===== config.mk =====
export PLATFORM = sky130hd
export DESIGN_NAME = parking_gate_scheduler_flat
export DESIGN_NICKNAME = d
export VERILOG_FILES = /design/src/rtl/parking_gate_scheduler_pkg.sv /design/src/rtl/parking_gate_scheduler_if.sv /design/src/rtl/parking_gate_scheduler_rr_arbiter.sv /design/src/rtl/parking_gate_scheduler.sv /design/src/flat_wrapper.sv
export SDC_FILE = /design/constraint.sdc
export NUM_CORES = 1
export LEC_CHECK = 0
export CAP_MARGIN = 20
export CORE_ASPECT_RATIO = 2
export CORE_UTILIZATION = 56
export CTS_CLUSTER_DIAMETER = 60
export DETAILED_ROUTE_END_ITERATION = 10
export PLACE_DENSITY = 0.82
export SLEW_MARGIN = 25
export SYNTH_ARGS = -nofsm -noshare
export SYNTH_HDL_FRONTEND = slang
export SYNTH_HIERARCHICAL = 1
export SYNTH_SLANG_ARGS = --single-unit

===== constraint.sdc =====
create_clock -name i_clk -period 4.4 [get_ports i_clk]
set_clock_uncertainty 0.15 [all_clocks]
set_input_delay 1.32 -clock i_clk [delete_from_list [all_inputs] [get_ports i_clk]]
set_output_delay 1.32 -clock i_clk [all_outputs]
set_load 0.01 [all_outputs]

===== src/rtl/parking_gate_scheduler_pkg.sv =====
// Shared types and defaults for the parking gate scheduler: FSM states, latched request and lot limits.
package parking_gate_scheduler_pkg;

  typedef enum logic [1:0] {
    IDLE = 2'd0,
    EVAL = 2'd1,
    RESP = 2'd2
  } sched_state_t;

  typedef struct packed {
    logic exit;
    logic uni;
  } gate_req_t;

  localparam int TOTAL_CAP_DEF   = 700;
  localparam int OPEN_CYCLES_DEF = 16;

endpackage


===== src/rtl/parking_gate_scheduler_if.sv =====
// Gate-side request/response bus and occupancy outputs of the scheduler.
// PARKING_SCHED_STATS_EN adds the rejection counters to the bus.
interface parking_gate_scheduler_if #(
  parameter int N_GATES = 4,
  parameter int CNT_W   = 10
);

  logic [N_GATES-1:0] req_valid;
  logic [N_GATES-1:0] req_exit;
  logic [N_GATES-1:0] req_uni;
  logic [CNT_W-1:0]   uni_cap;
  logic [CNT_W-1:0]   gen_cap;
  logic [N_GATES-1:0] resp_valid;
  logic [N_GATES-1:0] resp_ok;
  logic [N_GATES-1:0] gate_open;
  logic [CNT_W-1:0]   uni_parked;
  logic [CNT_W-1:0]   gen_parked;
  logic [CNT_W-1:0]   uni_free;
  logic [CNT_W-1:0]   gen_free;
  logic               lot_full;
`ifdef PARKING_SCHED_STATS_EN
  logic [15:0]        rej_entry_cnt;
  logic [15:0]        rej_exit_cnt;

  modport master (
    output req_valid, req_exit, req_uni, uni_cap, gen_cap,
    input  resp_valid, resp_ok, gate_open, uni_parked, gen_parked,
    input  uni_free, gen_free, lot_full, rej_entry_cnt, rej_exit_cnt
  );
  modport slave (
    input  req_valid, req_exit, req_uni, uni_cap, gen_cap,
    output resp_valid, resp_ok, gate_open, uni_parked, gen_parked,
    output uni_free, gen_free, lot_full, rej_entry_cnt, rej_exit_cnt
  );
`else
  modport master (
    output req_valid, req_exit, req_uni, uni_cap, gen_cap,
    input  resp_valid, resp_ok, gate_open, uni_parked, gen_parked,
    input  uni_free, gen_free, lot_full
  );
  modport slave (
    input  req_valid, req_exit, req_uni, uni_cap, gen_cap,
    output resp_valid, resp_ok, gate_open, uni_parked, gen_parked,
    output uni_free, gen_free, lot_full
  );
`endif

endinterface


===== src/rtl/parking_gate_scheduler_rr_arbiter.sv =====
// Combinational round-robin pick: first eligible requester at or after the pointer.
module rr_arbiter #(
  parameter int N     = 4,
  parameter int IDX_W = (N > 1) ? $clog2(N) : 1
) (
  input  logic [N-1:0]     i_eligible,
  input  logic [IDX_W-1:0] i_ptr,
  output logic [IDX_W-1:0] o_grant,
  output logic             o_any_eligible
);

  always_comb begin
    o_grant        = '0;
    o_any_eligible = 1'b0;
    for (int k = 0; k < N; k++) begin
      if (!o_any_eligible && i_eligible[(int'(i_ptr) + k) % N]) begin
        o_any_eligible = 1'b1;
        o_grant        = IDX_W'((int'(i_ptr) + k) % N);
      end
    end
  end

endmodule


===== src/rtl/parking_gate_scheduler.sv =====
// Round-robin gate scheduler sharing one occupancy datapath; IDLE->EVAL->RESP, response 3 cycles after request.
// PARKING_SCHED_STATS_EN adds saturating rejected-entry/exit counters.
module parking_gate_scheduler
  import parking_gate_scheduler_pkg::*;
#(
  parameter int N_GATES     = 4,
  parameter int CNT_W       = 10,
  parameter int TOTAL_CAP   = TOTAL_CAP_DEF,
  parameter int OPEN_CYCLES = OPEN_CYCLES_DEF
) (
  input  logic                     i_clk,
  input  logic                     i_rst,
  parking_gate_scheduler_if.slave  s_if
);

  localparam int IDX_W   = (N_GATES > 1) ? $clog2(N_GATES) : 1;
  localparam int TMR_W   = $clog2(OPEN_CYCLES + 1);
  localparam int TOTAL_W = CNT_W + 1;

  sched_state_t       r_state;
  gate_req_t          r_req;
  logic [IDX_W-1:0]   r_gnt;
  logic [IDX_W-1:0]   r_ptr;
  logic               r_ok;
  logic [N_GATES-1:0] r_resp_valid;
  logic [N_GATES-1:0] r_resp_ok;
  logic [CNT_W-1:0]   r_uni_parked;
  logic [CNT_W-1:0]   r_gen_parked;
  logic [CNT_W-1:0]   r_uni_free;
  logic [CNT_W-1:0]   r_gen_free;
  logic [TMR_W-1:0]   r_timer [N_GATES];

  logic [N_GATES-1:0] w_gate_open;
  logic [N_GATES-1:0] w_eligible;
  logic [IDX_W-1:0]   w_grant;
  logic               w_any;
  logic [TOTAL_W-1:0] w_total;
  logic [CNT_W-1:0]   w_cls_parked;
  logic [CNT_W-1:0]   w_cls_cap;
  logic               w_ok;

  always_comb begin
    for (int i = 0; i < N_GATES; i++) begin
      w_gate_open[i] = (r_timer[i] != '0);
    end
  end

  // The gate just answered is masked for one cycle so it can drop req_valid.
  assign w_eligible = s_if.req_valid & ~w_gate_open & ~r_resp_valid;

  rr_arbiter #(.N(N_GATES), .IDX_W(IDX_W)) u_arb (
    .i_eligible     (w_eligible),
    .i_ptr          (r_ptr),
    .o_grant        (w_grant),
    .o_any_eligible (w_any)
  );

  assign w_total      = {1'b0, r_uni_parked} + {1'b0, r_gen_parked};
  assign w_cls_parked = r_req.uni ? r_uni_parked : r_gen_parked;
  assign w_cls_cap    = r_req.uni ? s_if.uni_cap : s_if.gen_cap;
  assign w_ok = r_req.exit ? (w_cls_parked != '0)
                           : ((w_cls_parked < w_cls_cap) && (w_total < TOTAL_W'(TOTAL_CAP))
                              && (w_cls_parked != '1));

  always_ff @(posedge i_clk or posedge i_rst) begin
    if (i_rst) begin
      r_state      <= IDLE;
      r_req        <= '0;
      r_gnt        <= '0;
      r_ptr        <= '0;
      r_ok         <= 1'b0;
      r_resp_valid <= '0;
      r_resp_ok    <= '0;
      r_uni_parked <= '0;
      r_gen_parked <= '0;
    end else begin
      r_resp_valid <= '0;
      r_resp_ok    <= '0;
      case (r_state)
        IDLE: begin
          if (w_any) begin
            r_gnt      <= w_grant;
            r_req.exit <= s_if.req_exit[w_grant];
            r_req.uni  <= s_if.req_uni[w_grant];
            r_state    <= EVAL;
          end
        end
        EVAL: begin
          r_ok <= w_ok;
          if (w_ok) begin
            if (r_req.uni) r_uni_parked <= r_req.exit ? r_uni_parked - 1'b1 : r_uni_parked + 1'b1;
            else           r_gen_parked <= r_req.exit ? r_gen_parked - 1'b1 : r_gen_parked + 1'b1;
          end
          r_state <= RESP;
        end
        RESP: begin
          r_resp_valid[r_gnt] <= 1'b1;
          r_resp_ok[r_gnt]    <= r_ok;
          r_ptr   <= (r_gnt == IDX_W'(N_GATES - 1)) ? '0 : r_gnt + 1'b1;
          r_state <= IDLE;
        end
        default: r_state <= IDLE;
      endcase
    end
  end

  always_ff @(posedge i_clk or posedge i_rst) begin
    if (i_rst) begin
      for (int i = 0; i < N_GATES; i++) r_timer[i] <= '0;
    end else begin
      for (int i = 0; i < N_GATES; i++) begin
        if (r_state == RESP && r_ok && r_gnt == IDX_W'(i)) r_timer[i] <= TMR_W'(OPEN_CYCLES);
        else if (r_timer[i] != '0)                          r_timer[i] <= r_timer[i] - 1'b1;
      end
    end
  end

  always_ff @(posedge i_clk or posedge i_rst) begin
    if (i_rst) begin
      r_uni_free <= '0;
      r_gen_free <= '0;
    end else begin
      r_uni_free <= (s_if.uni_cap > r_uni_parked) ? s_if.uni_cap - r_uni_parked : '0;
      r_gen_free <= (s_if.gen_cap > r_gen_parked) ? s_if.gen_cap - r_gen_parked : '0;
    end
  end

`ifdef PARKING_SCHED_STATS_EN
  logic [15:0] r_rej_entry_cnt;
  logic [15:0] r_rej_exit_cnt;

  always_ff @(posedge i_clk or posedge i_rst) begin
    if (i_rst) begin
      r_rej_entry_cnt <= '0;
      r_rej_exit_cnt  <= '0;
    end else if (r_state == RESP && !r_ok) begin
      if (r_req.exit && r_rej_exit_cnt != 16'hFFFF)        r_rej_exit_cnt  <= r_rej_exit_cnt + 1'b1;
      else if (!r_req.exit && r_rej_entry_cnt != 16'hFFFF) r_rej_entry_cnt <= r_rej_entry_cnt + 1'b1;
    end
  end

  assign s_if.rej_entry_cnt = r_rej_entry_cnt;
  assign s_if.rej_exit_cnt  = r_rej_exit_cnt;
`endif

  assign s_if.resp_valid = r_resp_valid;
  assign s_if.resp_ok    = r_resp_ok;
  assign s_if.gate_open  = w_gate_open;
  assign s_if.uni_parked = r_uni_parked;
  assign s_if.gen_parked = r_gen_parked;
  assign s_if.uni_free   = r_uni_free;
  assign s_if.gen_free   = r_gen_free;
  assign s_if.lot_full   = (w_total >= TOTAL_W'(TOTAL_CAP));

endmodule

===== src/flat_wrapper.sv =====
// flat-port wrapper written by rule: the top's interface ports become plain ports
module parking_gate_scheduler_flat import parking_gate_scheduler_pkg::*;
#(
  parameter int N_GATES     = 4,
  parameter int CNT_W       = 10,
  parameter int TOTAL_CAP   = TOTAL_CAP_DEF,
  parameter int OPEN_CYCLES = OPEN_CYCLES_DEF
)
  (i_clk, i_rst, s_if_req_valid, s_if_req_exit, s_if_req_uni, s_if_uni_cap, s_if_gen_cap, s_if_resp_valid, s_if_resp_ok, s_if_gate_open, s_if_uni_parked, s_if_gen_parked, s_if_uni_free, s_if_gen_free, s_if_lot_full);
  parking_gate_scheduler_if #(.N_GATES(N_GATES), .CNT_W(CNT_W)) s_if_i ();
  input  logic i_clk;
  input  logic i_rst;
  input wire logic [$bits(s_if_i.req_valid)-1:0] s_if_req_valid;
  input wire logic [$bits(s_if_i.req_exit)-1:0] s_if_req_exit;
  input wire logic [$bits(s_if_i.req_uni)-1:0] s_if_req_uni;
  input wire logic [$bits(s_if_i.uni_cap)-1:0] s_if_uni_cap;
  input wire logic [$bits(s_if_i.gen_cap)-1:0] s_if_gen_cap;
  output wire logic [$bits(s_if_i.resp_valid)-1:0] s_if_resp_valid;
  output wire logic [$bits(s_if_i.resp_ok)-1:0] s_if_resp_ok;
  output wire logic [$bits(s_if_i.gate_open)-1:0] s_if_gate_open;
  output wire logic [$bits(s_if_i.uni_parked)-1:0] s_if_uni_parked;
  output wire logic [$bits(s_if_i.gen_parked)-1:0] s_if_gen_parked;
  output wire logic [$bits(s_if_i.uni_free)-1:0] s_if_uni_free;
  output wire logic [$bits(s_if_i.gen_free)-1:0] s_if_gen_free;
  output wire logic [$bits(s_if_i.lot_full)-1:0] s_if_lot_full;
  assign s_if_i.req_valid = s_if_req_valid;
  assign s_if_i.req_exit = s_if_req_exit;
  assign s_if_i.req_uni = s_if_req_uni;
  assign s_if_i.uni_cap = s_if_uni_cap;
  assign s_if_i.gen_cap = s_if_gen_cap;
  assign s_if_resp_valid = s_if_i.resp_valid;
  assign s_if_resp_ok = s_if_i.resp_ok;
  assign s_if_gate_open = s_if_i.gate_open;
  assign s_if_uni_parked = s_if_i.uni_parked;
  assign s_if_gen_parked = s_if_i.gen_parked;
  assign s_if_uni_free = s_if_i.uni_free;
  assign s_if_gen_free = s_if_i.gen_free;
  assign s_if_lot_full = s_if_i.lot_full;
  parking_gate_scheduler #(.N_GATES(N_GATES), .CNT_W(CNT_W), .TOTAL_CAP(TOTAL_CAP), .OPEN_CYCLES(OPEN_CYCLES)) u_core (.i_clk(i_clk), .i_rst(i_rst), .s_if(s_if_i));
endmodule

==> impl_metrics.json <==
{
  "worstSetupStartpointType": "flip-flop",
  "synth_cell_types": 68,
  "rsz0062_at_grt": "no",
  "num_rows": 52,
  "htreeDepth": 3,
  "startpoint": "u_core/s_if.uni_parked[0]$_DFFE_PP0P_",
  "clk_pin_slew_ns": 0.06,
  "grt_overflow": 0,
  "setup_tns_ns": 0,
  "crit_chain": "ha_1, inv_1, fa_1, nand2b_1, a2111oi_2, a311oi_1, a211oi_2, o32ai_2, inv_1, dlygate4sd2_1",
  "final_area_um2": 7510,
  "drive_above_1_share_pct": 10.2,
  "worstReg2RegStart": "u_core/r_req[1]$_DFFE_PP0P_",
  "routed-wl-met3_mm": 1.35,
  "antenna_cells": 0,
  "clkPwrFrac_pct": 13.7,
  "synth.area.top_cells": "dfrtp_1, ha_1, mux2i_1",
  "nNetsFinal": 857,
  "p_int_w": 0.00346,
  "setup_viol": 0,
  "clk_latency_ns": 0.34,
  "die_area_um2": 11000,
  "cpLargestDelayFamily": "compound AO/OA/AOI/OAI gates",
  "cp_num_buf_inv": 3,
  "die_y_um": 148,
  "powerDensity_nw_per_um2": 838,
  "final_common_cell": "clkdlybuf4s50_1",
  "synth_top_area_share_pct": 32.5,
  "placed_cell_area_um2": 7130,
  "cts_hold_buf": 0,
  "async_reset_ff_share_pct": 100,
  "cts_tree": "yes",
  "grt_pass1_wl_mm": 28.9,
  "fin_crit_sh_pct": 96.9,
  "crit_slowest_cell": "fa_1",
  "crit_end": "s_if_lot_full",
  "viasPerCell": 6.18,
  "dr.pass1.iters": 4,
  "cts-root-buf": "clkbuf_16",
  "area_delta_synth_final_pct": 26.6,
  "start_util_pct": 58.1,
  "numCtsBuffers": 9,
  "synth_edf_count": 0,
  "fin_util_pct": 73.5,
  "ios": 87,
  "seq_area_frac_synth_pct": 32.5,
  "grt_pass1_vias": 5692,
  "routabilityCongestion": 1.10,
  "hp-class": "flip-flop to flip-flop",
  "grt_antenna_before_repair": 0,
  "crit_path_frequent_cell": "inv_1",
  "synth_flop_cell": "dfrtp_1",
  "grt_max_degree": 78,
  "r2r_slack_ns": 0.88,
  "cts.sinks": 77,
  "crit_required_ns": 2.93,
  "fillers": 794,
  "maxSlewViolCount": 0,
  "coreArea_um2": 10200,
  "crit_fanout": 2,
  "die_w_um": 74.8,
  "p_leak_nw": 3.55,
  "drcViolationCount": 0,
  "r2r-end": "u_core/s_if.uni_parked[9]$_DFFE_PP0P_",
  "finalHoldViolations": 0,
  "syn_avg_cell_area_um2": 9.37,
  "synth_top_area_cell": "dfrtp_1",
  "global_route.usage.total_pct": 36.0,
  "worst-slew-pin-transition_ns": 1.03,
  "critPathMaxStageDelay_ns": 0.40,
  "synthesis.nets": 739,
  "top_layer": "met4",
  "final_antenna_net_count": 0,
  "cp.depth": 10,
  "met2_length_mm": 9.40,
  "clock_path_buffers": 2,
  "drt-wirelength-per-cell_um": 20.6,
  "swShare_pct": 45.0,
  "seqPwrFrac_pct": 20.1,
  "switchingPower_w": 0.00284,
  "min_period_ns": 4.26,
  "reg2reg_depth": 8,
  "status": "complete, no violations",
  "drt-initial-drc-count": 327,
  "cp_data_arrival_time_ns": 2.79,
  "port_buffers": 86,
  "hpwl_mm": 13.9,
  "synth-seq-cells": 77,
  "yosys_warnings": 6,
  "synth_cells": 633,
  "fmax_ghz": 0.235,
  "crit_type": "flip-flop to output pin",
  "layout_common_cells": "clkdlybuf4s50_1, dfrtp_1, ha_1",
  "synth_area_um2": 5930,
  "drv_cap": 0,
  "num_vias": 5499,
  "slew-limit-headroom_pct": 30.9,
  "peakVddDrop_uv": 607,
  "wl_met1_mm": 5.87,
  "endpoint_kind": "output pin",
  "drt-total-wl_mm": 18.3,
  "p_comb_share_pct": 66.2
}
## cell families (layout without fill, tap and decap cells)
logic type / Yosys count / after routing / synth area share [%]
xor gates and xnor gates: 40 / 40 / 5.91
buffers and inverters: 71 / 193 / 4.75
DFF: 77 / 77 / 32.5
AOI/OAI and AO/OA: 128 / 128 / 15.2
adders and majority gates: 72 / 72 / 15.8
muxes: 42 / 42 / 7.89
and+or+nand+nor: 203 / 203 / 18.0
## worst register-to-register path: stages (launching register included)
cell	delay, ns
dfrtp_1	0.95
ha_1	0.38
a21oi_1	0.29
o2111ai_1	0.25
a2111oi_0	0.49
or3b_1	0.23
mux2_1	0.34
a41oi_1	0.17
o311ai_1	0.13
## per-layer routing
layer | track usage, % | vias to the layer above
met5 | 0 | -
met1 | 35.3 | 2585
met4 | 28.2 | 0
met2 | 61.4 | 282
li1 | - | 2524
met3 | 9.07 | 108
## cell usage after synthesis, types with 4 or more instances
cell type  number
o21a_1          5
o21ai_0        28
nand4_1         6
xnor2_1        24
nand2b_1        9
nor4_1          8
ha_1           67
and2_1          8
a2111oi_0       4
mux2_2          7
dfrtp_1        77
inv_1          55
o21bai_1        5
fa_1            5
nand3_1        14
nor3b_1         9
a21oi_1        27
clkbuf_1        6
o21ai_1         4
and3_1         12
nor2b_1         9
nor2_1         48
a211oi_1        8
mux2i_1        28
xor2_1         16
nand2_1        32
a21o_1          9
nand3b_1        6
nor3_1         29
o211ai_1        5
## what timing repair did
action,4_1_cts,5_1_grt
gates resized for setup,3,1
setup endpoints to repair,1,1
setup buffers,2,1
pin swaps,2,2
## worst min path at each step
stage | startpoint | to | depth (start not counted)
floorplan | u_core/r_timer[19]$_DFFE_PP0P_ | u_core/r_timer[19]$_DFFE_PP0P_ | 1
global placement | u_core/r_timer[4]$_DFFE_PP0P_ | u_core/r_timer[4]$_DFFE_PP0P_ | 1
detailed placement | u_core/r_timer[4]$_DFFE_PP0P_ | u_core/r_timer[4]$_DFFE_PP0P_ | 1
CTS | u_core/r_timer[4]$_DFFE_PP0P_ | u_core/r_timer[4]$_DFFE_PP0P_ | 1
global route | u_core/r_timer[4]$_DFFE_PP0P_ | u_core/r_timer[4]$_DFFE_PP0P_ | 1
finish | u_core/r_timer[4]$_DFFE_PP0P_ | u_core/r_timer[4]$_DFFE_PP0P_ | 1
## power by group through the flow
stage	combinational, W	sequential, W	clock, W
2_1_floorplan	0.00265	0.00131	0
3_3_place_gp	0.00384	0.00124	0
3_5_place_dp	0.00401	0.00126	0
4_1_cts	0.00406	0.00125	0.000876
5_1_grt	0.00455	0.00129	0.000900
6_report	0.00417	0.00126	0.000864
## through the flow
stage,hold slack [ns],worst slack (ns),std cells,power [W]
4_1_cts,0.369,0.138,889,0.00619
3_3_place_gp,0.342,0.224,872,0.00508
5_1_grt,0.398,0.0111,890,0.00674
3_5_place_dp,0.359,0.126,872,0.00527
2_1_floorplan,0.324,0.628,633,0.00395
6_report,0.372,0.138,890,0.00630
## state kept, by name (all words and copies together) (netlist names)
signal / flops
u_core/r_gnt: 2
u_core/r_ok: 1
u_core/r_ptr: 2
u_core/r_req: 2
u_core/r_state: 2
u_core/r_timer: 20
u_core/s_if.gen_free: 10
u_core/s_if.gen_parked: 10
u_core/s_if.resp_ok: 4
u_core/s_if.resp_valid: 4
u_core/s_if.uni_free: 10
u_core/s_if.uni_parked: 10
## area by class of cell
| type | instances | area (um2) | area share (%) |
|---|---|---|---|
| sequential | 77 | 1930 | 25.7 |
| inverter | 58 | 218 | 2.90 |
| clock inverter | 5 | 108 | 1.43 |
| timing repair buffer | 120 | 1120 | 14.9 |
| multi-input combinational | 485 | 3730 | 49.7 |
| clock buffer | 10 | 239 | 3.18 |
| tap | 135 | 169 | 2.25 |
Power figures use the tool's default switching activity.
